`config.mk`:
```
export PLATFORM = sky130hd
export DESIGN_NAME = fft_out_reorder
export DESIGN_NICKNAME = d
export VERILOG_FILES = /design/src/rtl/fft_out_reorder.sv
export SDC_FILE = /design/constraint.sdc
export NUM_CORES = 1
export LEC_CHECK = 0
export CORE_ASPECT_RATIO = 0.9
export CORE_MARGIN = 10
export CORE_UTILIZATION = 26
export DETAILED_ROUTE_END_ITERATION = 8
export PLACE_DENSITY = 0.44
export SLEW_MARGIN = 25
export SYNTH_ARGS = -nofsm -noshare
export SYNTH_HDL_FRONTEND = slang
export SYNTH_SLANG_ARGS = --single-unit
```
`constraint.sdc`:
```
create_clock -name clk -period 6 [get_ports clk]
set_input_delay 1.8 -clock clk [delete_from_list [all_inputs] [get_ports clk]]
set_output_delay 1.8 -clock clk [all_outputs]
set_load 0.005 [all_outputs]
```
`src/rtl/fft_out_reorder.sv`:
```
// fft_out_reorder: reorders the FFT core's bit-reversed output frames into
// natural index order using a two-bank ping-pong buffer, and re-emits them
// over a valid/ready handshake with a last-sample marker.
//
// Ports:
//   clk, rst_n         clock, synchronous active-low reset
//   in_valid/in_data   sample stream from the FFT core (bit-reversed order)
//   in_ready           write bank can accept a sample (combinational)
//   out_valid/out_data natural-order sample stream to the sink
//   out_last           marks the sample at index N-1
//   out_ready          sink accepts out_data
//   err_overflow       sticky: a sample was offered while in_ready was low
//   out_mag            re*re + im*im of out_data (only with FFT_OUT_MAG_EN)
//
// Build option: define FFT_OUT_MAG_EN to add the out_mag output.

module fft_out_reorder #(
    parameter int unsigned DW    = 34,
    parameter int unsigned LOG2N = 3
) (
    input  logic          clk,
    input  logic          rst_n,
    input  logic          in_valid,
    input  logic [DW-1:0] in_data,
    output logic          in_ready,
    output logic          out_valid,
    output logic [DW-1:0] out_data,
    output logic          out_last,
    input  logic          out_ready,
`ifdef FFT_OUT_MAG_EN
    output logic [DW-1:0] out_mag,
`endif
    output logic          err_overflow
);

    localparam int unsigned N  = 1 << LOG2N;
    localparam int unsigned HW = DW / 2;

    typedef enum logic {
        IDLE   = 1'b0,
        STREAM = 1'b1
    } state_t;

    // Bit-reverse a frame index.
    function automatic logic [LOG2N-1:0] bitrev(input logic [LOG2N-1:0] a);
        logic [LOG2N-1:0] r;
        r = '0;
        for (int i = 0; i < int'(LOG2N); i++) begin
            r[i] = a[int'(LOG2N) - 1 - i];
        end
        return r;
    endfunction

    logic [DW-1:0]    r_mem [2][N];

    logic             r_wr_bank;
    logic [LOG2N-1:0] r_wr_cnt;
    logic             r_rd_bank;
    logic [LOG2N-1:0] r_rd_cnt;
    logic [1:0]       r_full;
    logic             r_err;
    state_t           r_state;
    logic             r_out_valid;
    logic             r_out_last;
    logic [DW-1:0]    r_out_data;

    logic             w_in_ready;
    logic             w_wr_en;
    logic             w_wr_last;
    logic             w_load;
    logic             w_rd_last;
    logic             w_rd_free;
    logic [1:0]       w_full_nxt;
    logic [DW-1:0]    w_rd_data;
    state_t           w_state_nxt;
    logic             w_out_valid_nxt;
    logic             w_out_last_nxt;
    logic             w_rd_bank_nxt;
    logic [LOG2N-1:0] w_rd_cnt_nxt;

    assign w_in_ready = ~r_full[r_wr_bank];
    assign w_wr_en    = in_valid & w_in_ready;
    assign w_wr_last  = (r_wr_cnt == LOG2N'(N - 1));
    assign w_rd_last  = (r_rd_cnt == LOG2N'(N - 1));
    assign w_load     = r_full[r_rd_bank] & (~r_out_valid | out_ready);
    assign w_rd_data  = r_mem[r_rd_bank][r_rd_cnt];

    // Buffer storage: write in bit-reversed position so reads run linearly.
    always_ff @(posedge clk) begin
        if (w_wr_en) begin
            r_mem[r_wr_bank][bitrev(r_wr_cnt)] <= in_data;
        end
    end

    // Full flags: a fill and a free in the same cycle always target different banks.
    always_comb begin
        w_full_nxt = r_full;
        if (w_wr_en && w_wr_last) begin
            w_full_nxt[r_wr_bank] = 1'b1;
        end
        if (w_rd_free) begin
            w_full_nxt[r_rd_bank] = 1'b0;
        end
    end

    // Write side: counter, bank select, overflow flag.
    always_ff @(posedge clk) begin
        if (!rst_n) begin
            r_wr_bank <= 1'b0;
            r_wr_cnt  <= '0;
            r_full    <= '0;
            r_err     <= 1'b0;
        end else begin
            r_full <= w_full_nxt;
            if (w_wr_en) begin
                r_wr_cnt <= r_wr_cnt + LOG2N'(1);
                if (w_wr_last) begin
                    r_wr_bank <= ~r_wr_bank;
                end
            end
            if (in_valid && !w_in_ready) begin
                r_err <= 1'b1;
            end
        end
    end

    // Read FSM next-state and output-register next values.
    always_comb begin
        w_state_nxt     = r_state;
        w_out_valid_nxt = r_out_valid;
        w_out_last_nxt  = r_out_last;
        w_rd_bank_nxt   = r_rd_bank;
        w_rd_cnt_nxt    = r_rd_cnt;
        w_rd_free       = 1'b0;

        if (w_load) begin
            w_out_valid_nxt = 1'b1;
            w_out_last_nxt  = w_rd_last;
            w_rd_cnt_nxt    = r_rd_cnt + LOG2N'(1);
            if (w_rd_last) begin
                w_rd_bank_nxt = ~r_rd_bank;
                w_rd_free     = 1'b1;
            end
        end else if (out_ready) begin
            w_out_valid_nxt = 1'b0;
            w_out_last_nxt  = 1'b0;
        end

        case (r_state)
            IDLE: begin
                if (w_load) begin
                    w_state_nxt = STREAM;
                end
            end
            STREAM: begin
                // Stay streaming if the other bank is (or is becoming) full.
                if (w_load && w_rd_last) begin
                    w_state_nxt = w_full_nxt[~r_rd_bank] ? STREAM : IDLE;
                end
            end
            default: w_state_nxt = IDLE;
        endcase
    end

    // Read side registers.
    always_ff @(posedge clk) begin
        if (!rst_n) begin
            r_state     <= IDLE;
            r_rd_bank   <= 1'b0;
            r_rd_cnt    <= '0;
            r_out_valid <= 1'b0;
            r_out_last  <= 1'b0;
            r_out_data  <= '0;
        end else begin
            r_state     <= w_state_nxt;
            r_rd_bank   <= w_rd_bank_nxt;
            r_rd_cnt    <= w_rd_cnt_nxt;
            r_out_valid <= w_out_valid_nxt;
            r_out_last  <= w_out_last_nxt;
            if (w_load) begin
                r_out_data <= w_rd_data;
            end
        end
    end

`ifdef FFT_OUT_MAG_EN
    logic signed [HW-1:0]   w_re;
    logic signed [HW-1:0]   w_im;
    logic signed [2*HW-1:0] w_re_sq;
    logic signed [2*HW-1:0] w_im_sq;
    logic [DW-1:0]          w_mag;
    logic [DW-1:0]          r_out_mag;

    // Squares are non-negative, so summing them unsigned at full width is exact.
    assign w_re    = w_rd_data[DW-1:HW];
    assign w_im    = w_rd_data[HW-1:0];
    assign w_re_sq = w_re * w_re;
    assign w_im_sq = w_im * w_im;
    assign w_mag   = DW'($unsigned(w_re_sq)) + DW'($unsigned(w_im_sq));

    // Magnitude register follows the same load/hold rule as out_data.
    always_ff @(posedge clk) begin
        if (!rst_n) begin
            r_out_mag <= '0;
        end else if (w_load) begin
            r_out_mag <= w_mag;
        end
    end

    assign out_mag = r_out_mag;
`endif

    assign in_ready     = w_in_ready;
    assign out_valid    = r_out_valid;
    assign out_data     = r_out_data;
    assign out_last     = r_out_last;
    assign err_overflow = r_err;

endmodule
```
==> metrics.txt <==
Syn Inst Count=1103; Die H=299.8 µm; sequential fraction of the synthesis area=0.7649; mapped cell area=22610 µm²; ANT nets after route=0; async set or reset register ratio after synthesis=0; Post-synth top cells=edfxtp_1 (544), mux4_2 (102), mux2i_1 (93); post-DR vias/cell=4.472; Synth Register Bits=592; GRT overflow=0; RSZ-0062 raised after global routing=no; Hold-fix buffers, CTS=0; Syn. warnings=0; Worst Max-Slew Pin Slew=1.057 ns; DRT iter0 DRCs=723; Post-CTS Setup Bufs=0; Core Footprint=86150 µm²; Core Rows=102; Final Core Density=0.3145; Lkg Pwr=8.517 nW; Avg Inst Size Synth=20.50 µm²; CTS tree=built; clock sink count=592; final setup vio count=0; share of layout cells above drive strength 1=0.2163; Layout area overhead=19.79%; worst-case clock skew=0.02883 ns; period utilisation layout=0.6821; Area after DPL=24800 µm²; H-tree depth=3; clk slew on worst S/H paths=0.05 ns; initial antenna violation count=2; Tmin final=4.092 ns; Max Cap Viol=0; cell area power density=329.2 nW/µm²; Req. time, crit path=4.20 ns; HP Class=reg -> reg; largest net degree at the start of global routing=59; Port Buffers=75; top post-synthesis cells by area=edfxtp_1 (72%), mux4_2 (10%), dfxtp_1 (4.2%); drc violations=0; final total power=8.917 mW; Max IR drop VDD=185.4 µV; clock latency at the later pin of the worst-skew pair=0.61 ns; Root Buffer Master=clkbuf_16; CP Capture Type=primary output; Pre-Repair DR Iteration Count=5; Critical Path AT=2.29 ns; Worst Path Max Fanout=14; Hold Violations, Final=0; first-pass GRT wire length=83750 µm; vias=10830; HPWL Detailed=35060 µm; Detailed Route WL=57460 µm; final non-filler cell area=27090 µm²; initial core utilization=0.2625; routability cong.=0.6998; EDFF count, synth=544; post_cts resized=0; relative slew slack=0.2942; achievable frequency=244.4 MHz; ys flop type=edfxtp_1; Total Neg Setup Slack=0 ns; I/O pin count=76; final max-slew violation count=0; post-layout net count=1270; maximum root-to-sink buffer count=3; Mapped Nets=1149; Die Area=99190 µm²; top-count cell post-synth=edfxtp_1; CP Launch Type=flop; WL per Instance=23.73 µm; status=complete, no violations; die width=330.9 µm; Synth area leader=edfxtp_1; vias in the first global route=11410; Total GRT Usage=0.1154; Setup CP Type=reg -> out; number of buffers created by CTS=66; share of the synthesized area in the top cell type=0.7224; Netlist cell types=37
registers in the layout, indices dropped and copies added (netlist names), named ones only:
register      count
r_wr_bank         1
r_mem           544
out_last          1
r_rd_cnt          3
r_rd_bank         1
err_overflow      1
out_data         34
out_valid         1
r_wr_cnt          3
r_full            2
through the flow:
stage          hold slack (ns)  instances  worst slack [ns]
2_1_floorplan           0.4607       1103             1.009
3_3_place_gp            0.4539       2297             1.424
3_5_place_dp            0.4572       2297             1.371
4_1_cts                 0.4736       2417             1.869
5_1_grt                 0.4894       2420             1.763
6_report                0.4703       2421             1.908
final timing paths:
path	slack [ns]	depth (start not counted)	to	startpoint
max	1.91	3	in_ready	r_wr_bank$_SDFFE_PN0N_
min	0.47	1	out_data[9]$_SDFFE_PN0P_	out_data[9]$_SDFFE_PN0P_
max reg2reg	2.76	6	r_mem[0][158]$_DFFE_PP_	r_wr_bank$_SDFFE_PN0N_
min reg2reg	0.47	1	out_data[9]$_SDFFE_PN0P_	out_data[9]$_SDFFE_PN0P_
area by class of cell:
class | count | area [µm²]
fill | 8291 | 59060
sequential | 592 | 17310
multi-input combinational | 448 | 5024
clock buffer | 90 | 1833
tap | 1144 | 1431
timing repair buffer | 112 | 1101
clock inverter | 30 | 374.1
inverter | 4 | 15.01
antenna | 1 | 2.502
layer usage:
layer / GRT usage / up-vias / wire length [µm]
met2: 0.1815 / 172 / 26960
met5: 0 / - / 0
met3: 0.02218 / 78 / 1903
met1: 0.1630 / 5836 / 27530
met4: 0.02712 / 0 / 1059
li1: - / 4740 / -
placed cells by master, fill, tap and decap left out, types with 12 or more instances in the layout:
cell / netlist / routed
clkbuf_16: 0 / 67
clkdlybuf4s50_1: 0 / 75
nor3_1: 37 / 34
mux2i_1: 93 / 93
mux4_2: 102 / 102
nor2b_1: 34 / 32
edfxtp_1: 544 / 544
buf_4: 10 / 33
nor2_1: 53 / 41
mux2_2: 13 / 13
clkbuf_1: 17 / 16
dfxtp_1: 48 / 45
nor2_4: 0 / 12
a22o_1: 28 / 28
a211o_1: 34 / 34
worst max-delay path, stage by stage (launching register included):
cell and delay, ns:
dfxtp_1 0.76, mux2i_1 0.26, buf_4 0.16, clkdlybuf4s50_1 0.52
power breakdown:
part | internal (mW) | switching (mW) | total [mW]
combinational | 0.0715 | 0.155 | 0.226
clock | 2.46 | 1.65 | 4.12
sequential | 4.56 | 0.0133 | 4.57
total | 7.10 | 1.82 | 8.92
logic make-up (layout without fill, tap and decap cells):
kind of cell,count (synthesis),after routing,share of synthesized area
XOR/XNOR,4,4,0.001549
flip-flops,592,592,0.7649
other,0,1,0
buffers and inverters,63,236,0.01842
multiplexers,208,208,0.1492
adder cells (fa/ha/maj),8,8,0.004426
AND/OR/NAND/NOR,151,151,0.03298
AO/OA/AOI/OAI,77,77,0.02855
No activity file was read; power rests on OpenSTA's default activity.
